**src/rtl/lcd_controller.sv**
```systemverilog
// ============================================================================
// lcd_controller
// ----------------------------------------------------------------------------
// Write-only HD44780 character LCD bus controller. Each write accepted through
// a valid/ready handshake is driven onto the LCD bus as a
// SETUP -> E PULSE -> HOLD -> execution WAIT cycle, with all phases timed by
// a single down-counter.
//
// Optional feature macro: LCD_CONTROLLER_INIT_EN
//   defined   : after reset the controller waits T_POWERUP_CYC cycles and then
//               issues the 8-bit init sequence 0x38,0x38,0x38,0x0C,0x01,0x06
//               before raising init_done and accepting requests.
//   undefined : no POWERUP/INIT states; init_done and req_ready rise on the
//               first clock edge after reset release and software performs
//               the LCD initialisation.
//
// Ports:
//   clk        in   system clock, all state on the rising edge
//   rst_n      in   asynchronous active-low reset
//   req_valid  in   requester has a write pending
//   req_ready  out  controller accepts a write this cycle (IDLE only)
//   req_rs     in   0 = command register, 1 = data register
//   req_data   in   byte to write
//   init_done  out  power-up init complete, sticky until reset
//   lcd_rs     out  HD44780 register select
//   lcd_rw     out  HD44780 read/write (always 0: write-only)
//   lcd_e      out  HD44780 enable strobe
//   lcd_data   out  HD44780 8-bit data bus
// ============================================================================
module lcd_controller #(
    parameter int T_POWERUP_CYC = 375000,
    parameter int T_SETUP_CYC   = 2,
    parameter int T_PULSE_CYC   = 6,
    parameter int T_HOLD_CYC    = 2,
    parameter int T_EXEC_CYC    = 1000,
    parameter int T_LONG_CYC    = 41000
) (
    input  logic       clk,
    input  logic       rst_n,
    input  logic       req_valid,
    output logic       req_ready,
    input  logic       req_rs,
    input  logic [7:0] req_data,
    output logic       init_done,
    output logic       lcd_rs,
    output logic       lcd_rw,
    output logic       lcd_e,
    output logic [7:0] lcd_data
);

    // A timing parameter of 0 still occupies one cycle.
    function automatic int at_least_one(input int v);
        return (v < 1) ? 1 : v;
    endfunction

    function automatic int max_of(input int a, input int b);
        return (a > b) ? a : b;
    endfunction

    localparam int PU_EFF    = at_least_one(T_POWERUP_CYC);
    localparam int SETUP_EFF = at_least_one(T_SETUP_CYC);
    localparam int PULSE_EFF = at_least_one(T_PULSE_CYC);
    localparam int HOLD_EFF  = at_least_one(T_HOLD_CYC);
    localparam int EXEC_EFF  = at_least_one(T_EXEC_CYC);
    localparam int LONG_EFF  = at_least_one(T_LONG_CYC);

    localparam int MAX_CYC = max_of(max_of(max_of(PU_EFF, SETUP_EFF), max_of(PULSE_EFF, HOLD_EFF)),
                                     max_of(EXEC_EFF, LONG_EFF));
    localparam int CW      = $clog2(MAX_CYC + 1);

    typedef logic [CW-1:0] cnt_t;

    // A phase of N cycles loads N-1 on entry and ends on the edge where the
    // counter is already 0.
    localparam cnt_t SETUP_LOAD = cnt_t'(SETUP_EFF - 1);
    localparam cnt_t PULSE_LOAD = cnt_t'(PULSE_EFF - 1);
    localparam cnt_t HOLD_LOAD  = cnt_t'(HOLD_EFF - 1);
    localparam cnt_t EXEC_LOAD  = cnt_t'(EXEC_EFF - 1);
    localparam cnt_t LONG_LOAD  = cnt_t'(LONG_EFF - 1);

    typedef enum logic [2:0] {
`ifdef LCD_CONTROLLER_INIT_EN
        POWERUP,
        INIT,
`endif
        IDLE,
        SETUP,
        PULSE,
        HOLD,
        WAIT
    } state_t;

`ifdef LCD_CONTROLLER_INIT_EN
    localparam state_t RESET_STATE = POWERUP;
    // The cycle between reset release and the first edge counts as the first
    // POWERUP cycle, and the first edge spends one more loading the counter.
    localparam cnt_t   PU_LOAD     = cnt_t'((PU_EFF >= 2) ? (PU_EFF - 2) : 0);

    function automatic logic [7:0] init_byte(input logic [2:0] idx);
        case (idx)
            3'd0, 3'd1, 3'd2: return 8'h38;  // 8-bit bus, 2 lines, 5x8 font
            3'd3:             return 8'h0C;  // display on, cursor off
            3'd4:             return 8'h01;  // clear display
            3'd5:             return 8'h06;  // entry mode: increment, no shift
            default:          return 8'h00;
        endcase
    endfunction

    logic       pu_loaded_q;
    logic [2:0] init_idx_q;   // index of the next init byte to send
`else
    localparam state_t RESET_STATE = IDLE;
`endif

    state_t state_q, state_d;
    cnt_t   cnt_q, cnt_d;
    logic   cnt_done;
    logic   accept;
    logic   is_long_cmd;

    assign cnt_done = (cnt_q == '0);
    assign accept   = req_valid && req_ready;
    // Clear (0x01) and return-home (0x02/0x03) need the long execution time.
    assign is_long_cmd = !lcd_rs && (lcd_data == 8'h01 || lcd_data == 8'h02 || lcd_data == 8'h03);

    assign lcd_rw = 1'b0;

    // ---------------------------------------------------------------- state
    // NOTE: sequential state uses non-blocking assignments so every register
    // samples the pre-edge values of its neighbours, independent of block order.
    always_ff @(posedge clk or negedge rst_n) begin
        if (!rst_n) state_q <= RESET_STATE;
        else        state_q <= state_d;
    end

    // ----------------------------------------------------------- next state
    // NOTE: every combinational output gets a default first so no path
    // through the block leaves it unassigned, which would infer a latch.
    always_comb begin
        state_d = state_q;
        case (state_q)
`ifdef LCD_CONTROLLER_INIT_EN
            POWERUP: if (pu_loaded_q ? cnt_done : (PU_EFF <= 1)) state_d = SETUP;
            INIT:    state_d = SETUP;
`endif
            IDLE:    if (accept) state_d = SETUP;
            SETUP:   if (cnt_done) state_d = PULSE;
            PULSE:   if (cnt_done) state_d = HOLD;
            HOLD:    if (cnt_done) state_d = WAIT;
            WAIT: begin
                if (cnt_done) begin
`ifdef LCD_CONTROLLER_INIT_EN
                    state_d = (init_done || init_idx_q == 3'd6) ? IDLE : INIT;
`else
                    state_d = IDLE;
`endif
                end
            end
            default: state_d = RESET_STATE;
        endcase
    end

    // --------------------------------------------------------- phase timer
    always_comb begin
        cnt_d = cnt_q;
        if (state_d != state_q) begin
            case (state_d)
                SETUP:   cnt_d = SETUP_LOAD;
                PULSE:   cnt_d = PULSE_LOAD;
                HOLD:    cnt_d = HOLD_LOAD;
                WAIT:    cnt_d = is_long_cmd ? LONG_LOAD : EXEC_LOAD;
                default: cnt_d = '0;
            endcase
        end else if (!cnt_done) begin
            cnt_d = cnt_q - cnt_t'(1);
        end
`ifdef LCD_CONTROLLER_INIT_EN
        if (state_q == POWERUP && !pu_loaded_q && state_d == POWERUP) cnt_d = PU_LOAD;
`endif
    end

    // ------------------------------------------------- datapath / status
    always_ff @(posedge clk or negedge rst_n) begin
        if (!rst_n) begin
            cnt_q     <= '0;
            lcd_rs    <= 1'b0;
            lcd_data  <= 8'h00;
            init_done <= 1'b0;
`ifdef LCD_CONTROLLER_INIT_EN
            pu_loaded_q <= 1'b0;
            init_idx_q  <= 3'd0;
`endif
        end else begin
            cnt_q <= cnt_d;
            // Bus value is captured at acceptance and held through HOLD, so
            // later changes on req_rs/req_data cannot disturb the write.
            if (accept) begin
                lcd_rs   <= req_rs;
                lcd_data <= req_data;
            end
`ifdef LCD_CONTROLLER_INIT_EN
            if (state_q == POWERUP) pu_loaded_q <= 1'b1;
            if ((state_q == POWERUP || state_q == INIT) && state_d == SETUP) begin
                lcd_rs     <= 1'b0;
                lcd_data   <= init_byte(init_idx_q);
                init_idx_q <= init_idx_q + 3'd1;
            end
            if (state_q == WAIT && state_d == IDLE) init_done <= 1'b1;
`else
            init_done <= 1'b1;
`endif
        end
    end

    // --------------------------------------------------------------- outputs
    always_comb begin
        lcd_e     = (state_q == PULSE);
        req_ready = (state_q == IDLE) && init_done;
    end

endmodule

```
**config.mk**
```make
export PLATFORM = sky130hd
export DESIGN_NAME = lcd_controller
export DESIGN_NICKNAME = d
export VERILOG_FILES = /design/src/rtl/lcd_controller.sv
export SDC_FILE = /design/constraint.sdc
export NUM_CORES = 1
export LEC_CHECK = 0
export CELL_PAD_IN_SITES_DETAIL_PLACEMENT = 1
export CELL_PAD_IN_SITES_GLOBAL_PLACEMENT = 1
export CORE_UTILIZATION = 43
export CTS_CLUSTER_SIZE = 10
export DETAILED_ROUTE_END_ITERATION = 16
export HOLD_SLACK_MARGIN = 0.02
export PLACE_DENSITY = 0.87
export SETUP_SLACK_MARGIN = 0.4
export SYNTH_ARGS = -nofsm -noshare
export SYNTH_HDL_FRONTEND = slang
export SYNTH_SLANG_ARGS = --single-unit
```
**constraint.sdc**
```tcl
create_clock -name clk -period 4.7 [get_ports clk]
set_input_delay 0.94 -clock clk [delete_from_list [all_inputs] [get_ports clk]]
set_output_delay 0.94 -clock clk [all_outputs]
set_load 0.05 [all_outputs]
```
==> impl_metrics.tcl <==
set metrics [dict create \
    io_buffers 23 \
    ys.flop_type "dfrtp_1" \
    diodes 0 \
    drc_errors 0 \
    cts_num_sinks 32 \
    cts_tree "done" \
    busiest_layer "met2" \
    grt_usage_pct 25.0 \
    slew_headroom_pct 44.1 \
    hold_buffers 0 \
    synth_top_area_share_pct 47.8 \
    p_clk_share_pct 19.5 \
    drt-pass1-iter-count 4 \
    status "complete, no violations" \
    grt_pass1_vias 1618 \
    synth_seq_cells 32 \
    yosysWarnings 0 \
    dp.cells 254 \
    clock.fmax_mhz 333 \
    seqPwrFrac_pct 34.7 \
    drt-initial-drc-count 64 \
    rsz0062_at_grt "no" \
    power_density_mw_per_mm2 716 \
    sw_frac_of_total_pct 44.4 \
    synthToLayoutAreaGrowth_pct 23.2 \
    hold_path_class "reg -> reg" \
    clk_pin_slew_ns 0.07 \
    netlist_instances 188 \
    synth.net_count 201 \
    r2r_slack_ns 1.99 \
    grt_use_met3_pct 4.40 \
    netlist_area_mm2 0.00168 \
    synth.most_common_cell "nand2_1" \
    critPathArrivalTime_ns 2.06 \
    rr_startpoint "cnt_q[0]$_DFFE_PN0P_" \
    cts.path.max_buffers 2 \
    grt_max_degree 33 \
    die_area_mm2 0.00415 \
    detailroute.via_count 1505 \
    fin_crit_sh_pct 63.8 \
    synth_cell_types 43 \
    synth-edff-count 0 \
    worst_pin_slew_ns 0.837 \
    synthArstFlopShare_pct 100 \
    hpwlAfterDp_um 3400 \
    leakage_nw 0.899 \
    post_cts_buffers 0 \
    power_frac_comb_pct 45.8 \
    place_congestion 0.826 \
    r2r-end "cnt_q[6]$_DFFE_PN0P_" \
    ios 25 \
    numCtsBuffers 5 \
    ys_top_cells_by_area "dfrtp_1 (48%), nand2_1 (7.8%), nor2_1 (4.7%), xnor2_1 (4.7%), a21oi_1 (3.0%)" \
    grt_antenna_before_repair 0 \
    syn_area_per_cell_um2 8.91 \
    cts_resized 0 \
    clk_latency_ns 0.28 \
    cp_data_required_time_ns 3.76 \
    r2r_cells 7 \
    fin_setup_tns_ns 0 \
    nets 226 \
    drv_slew 0 \
    rows 22 \
    synth_common_cells "nand2_1 (35), dfrtp_1 (32), nor2_1 (21)" \
    p_sw_mw 0.656 \
    drive_gt1_share_pct 7.01 \
    instances_no_fill 262 \
    gr-usage-met1_pct 28.1 \
    hold_end "lcd_data[7]$_DFFE_PN0P_" \
    grt_pass1_wl_um 7680 \
    synth_area_leader_cell "dfrtp_1" \
    finalSetupViolCount 0 \
    hold_path_depth 2 \
    crit_type "reg -> out" \
    wl_per_cell_um 17.5 \
    maxCapViolCount 0 \
    die_w_um 64.4 \
    ys_seq_area_share_pct 47.8 \
    clockRootBuffer "clkbuf_8" \
    overflow 0 \
    coreArea_mm2 0.00369 \
    irDropWorstVdd_v 0.000327 \
    final_cell_area_mm2 0.00206 \
    crit_path_end_kind "output pin" \
    hold_violations 0 \
    initial_core_util_pct 45.4 \
    place_area_mm2 0.00194 \
    skew_ns 0.00852 \
    htreeDepth 2 \
    crit_fanout 8 \
    vias_per_cell 5.74 \
    critical_path.startpoint_type "flip-flop" \
    die_height_um 64.4 \
    ant_nets 0 \
    hold_path_startpoint "lcd_data[7]$_DFFE_PN0P_" \
    post-route-min-period_ns 3.00 \
    power.internal_mw 0.821 \
    met2_usage_pct 45.4 \
    routed_wl_um 4590 \
]
area by class of cell:
cell class                      instances  area [um^2]
Clock inverter                          1         30.0
Multi-Input combinational cell        146          823
Inverter                                4         15.0
Timing Repair Buffer                   24          238
Sequential cell                        32          801
Clock buffer                            7         96.3
Tap cell                               48         60.1
Fill cell                             441         1630
through the flow:
| stage | hold WS [ns] | setup slack [ns] | power (mW) | utilization [%] |
|---|---|---|---|---|
| 6_report | 0.520 | 1.70 | 1.48 | 55.9 |
| 5_1_grt | 0.534 | 1.61 | 1.57 | 55.9 |
| 4_1_cts | 0.516 | 1.68 | 1.49 | 55.9 |
| 3_5_place_dp | 0.495 | 2.00 | 1.18 | 52.5 |
| 3_3_place_gp | 0.485 | 2.04 | 1.13 | 52.5 |
| 2_1_floorplan | 0.481 | 2.52 | 0.966 | - |
how the worst max path moves through the flow:
stage	startpoint	end	slack, ns	depth (start not counted)
after floorplan	state_q[2]$_DFF_PN0_	req_ready	2.52	3
after global placement	state_q[2]$_DFF_PN0_	req_ready	2.04	3
after detailed placement	req_valid	state_q[0]$_DFF_PN0_	2.00	5
after CTS	state_q[2]$_DFF_PN0_	req_ready	1.68	3
after global routing	state_q[2]$_DFF_PN0_	req_ready	1.61	3
final	state_q[2]$_DFF_PN0_	req_ready	1.70	3
flip-flops by register name, summed over array words and instances (netlist names):
name and cells:
cnt_q 19, lcd_data 8, state_q 3, lcd_rs 1, init_done 1
cells by family (layout without fill, tap and decap cells):
group	count (synthesis)	in the layout	share of synthesized area, %
AND/OR/NAND/NOR	95	95	27.6
AO/OA/AOI/OAI	35	35	13.6
flip-flops	32	32	47.8
XOR/XNOR	13	13	6.80
buffers and inverters	10	36	3.06
other	2	2	0.448
adder cells (fa/ha/maj)	1	1	0.747
layer usage:
metal  up-vias  share of wire [%]
met3         4                3.8
met2        35                 54
met5         -                  0
met1       757                 42
met4         0               0.92
li1        709                  -
cells in the final DEF, fill, tap and decap left out, types with 2 or more instances in the layout:
cell type,count
o31a_1,2
o21ai_0,8
xor2_1,4
and2_1,2
nand3_1,7
dfrtp_1,32
a211oi_1,3
a21oi_1,10
inv_1,4
conb_1,2
nor2b_1,2
nor3_1,8
a31oi_1,2
nand4_1,3
nor4_1,5
nor2_1,21
clkdlybuf4s50_1,23
or3_1,2
nand2_1,35
o22ai_1,2
xnor2_1,9
clkbuf_8,7
worst max-delay path: stages (launching register included):
cell and delay, ns:
dfrtp_1 0.46, nor3_1 0.35, and2_1 0.18, clkdlybuf4s50_1 0.80
power by group through the flow:
stage	combinational (mW)	clock [mW]	sequential, mW
2_1_floorplan	0.359	0	0.608
3_3_place_gp	0.634	0	0.499
3_5_place_dp	0.673	0	0.512
4_1_cts	0.679	0.297	0.511
5_1_grt	0.736	0.306	0.526
6_report	0.676	0.288	0.513
No activity file was read; power rests on OpenSTA's default activity.
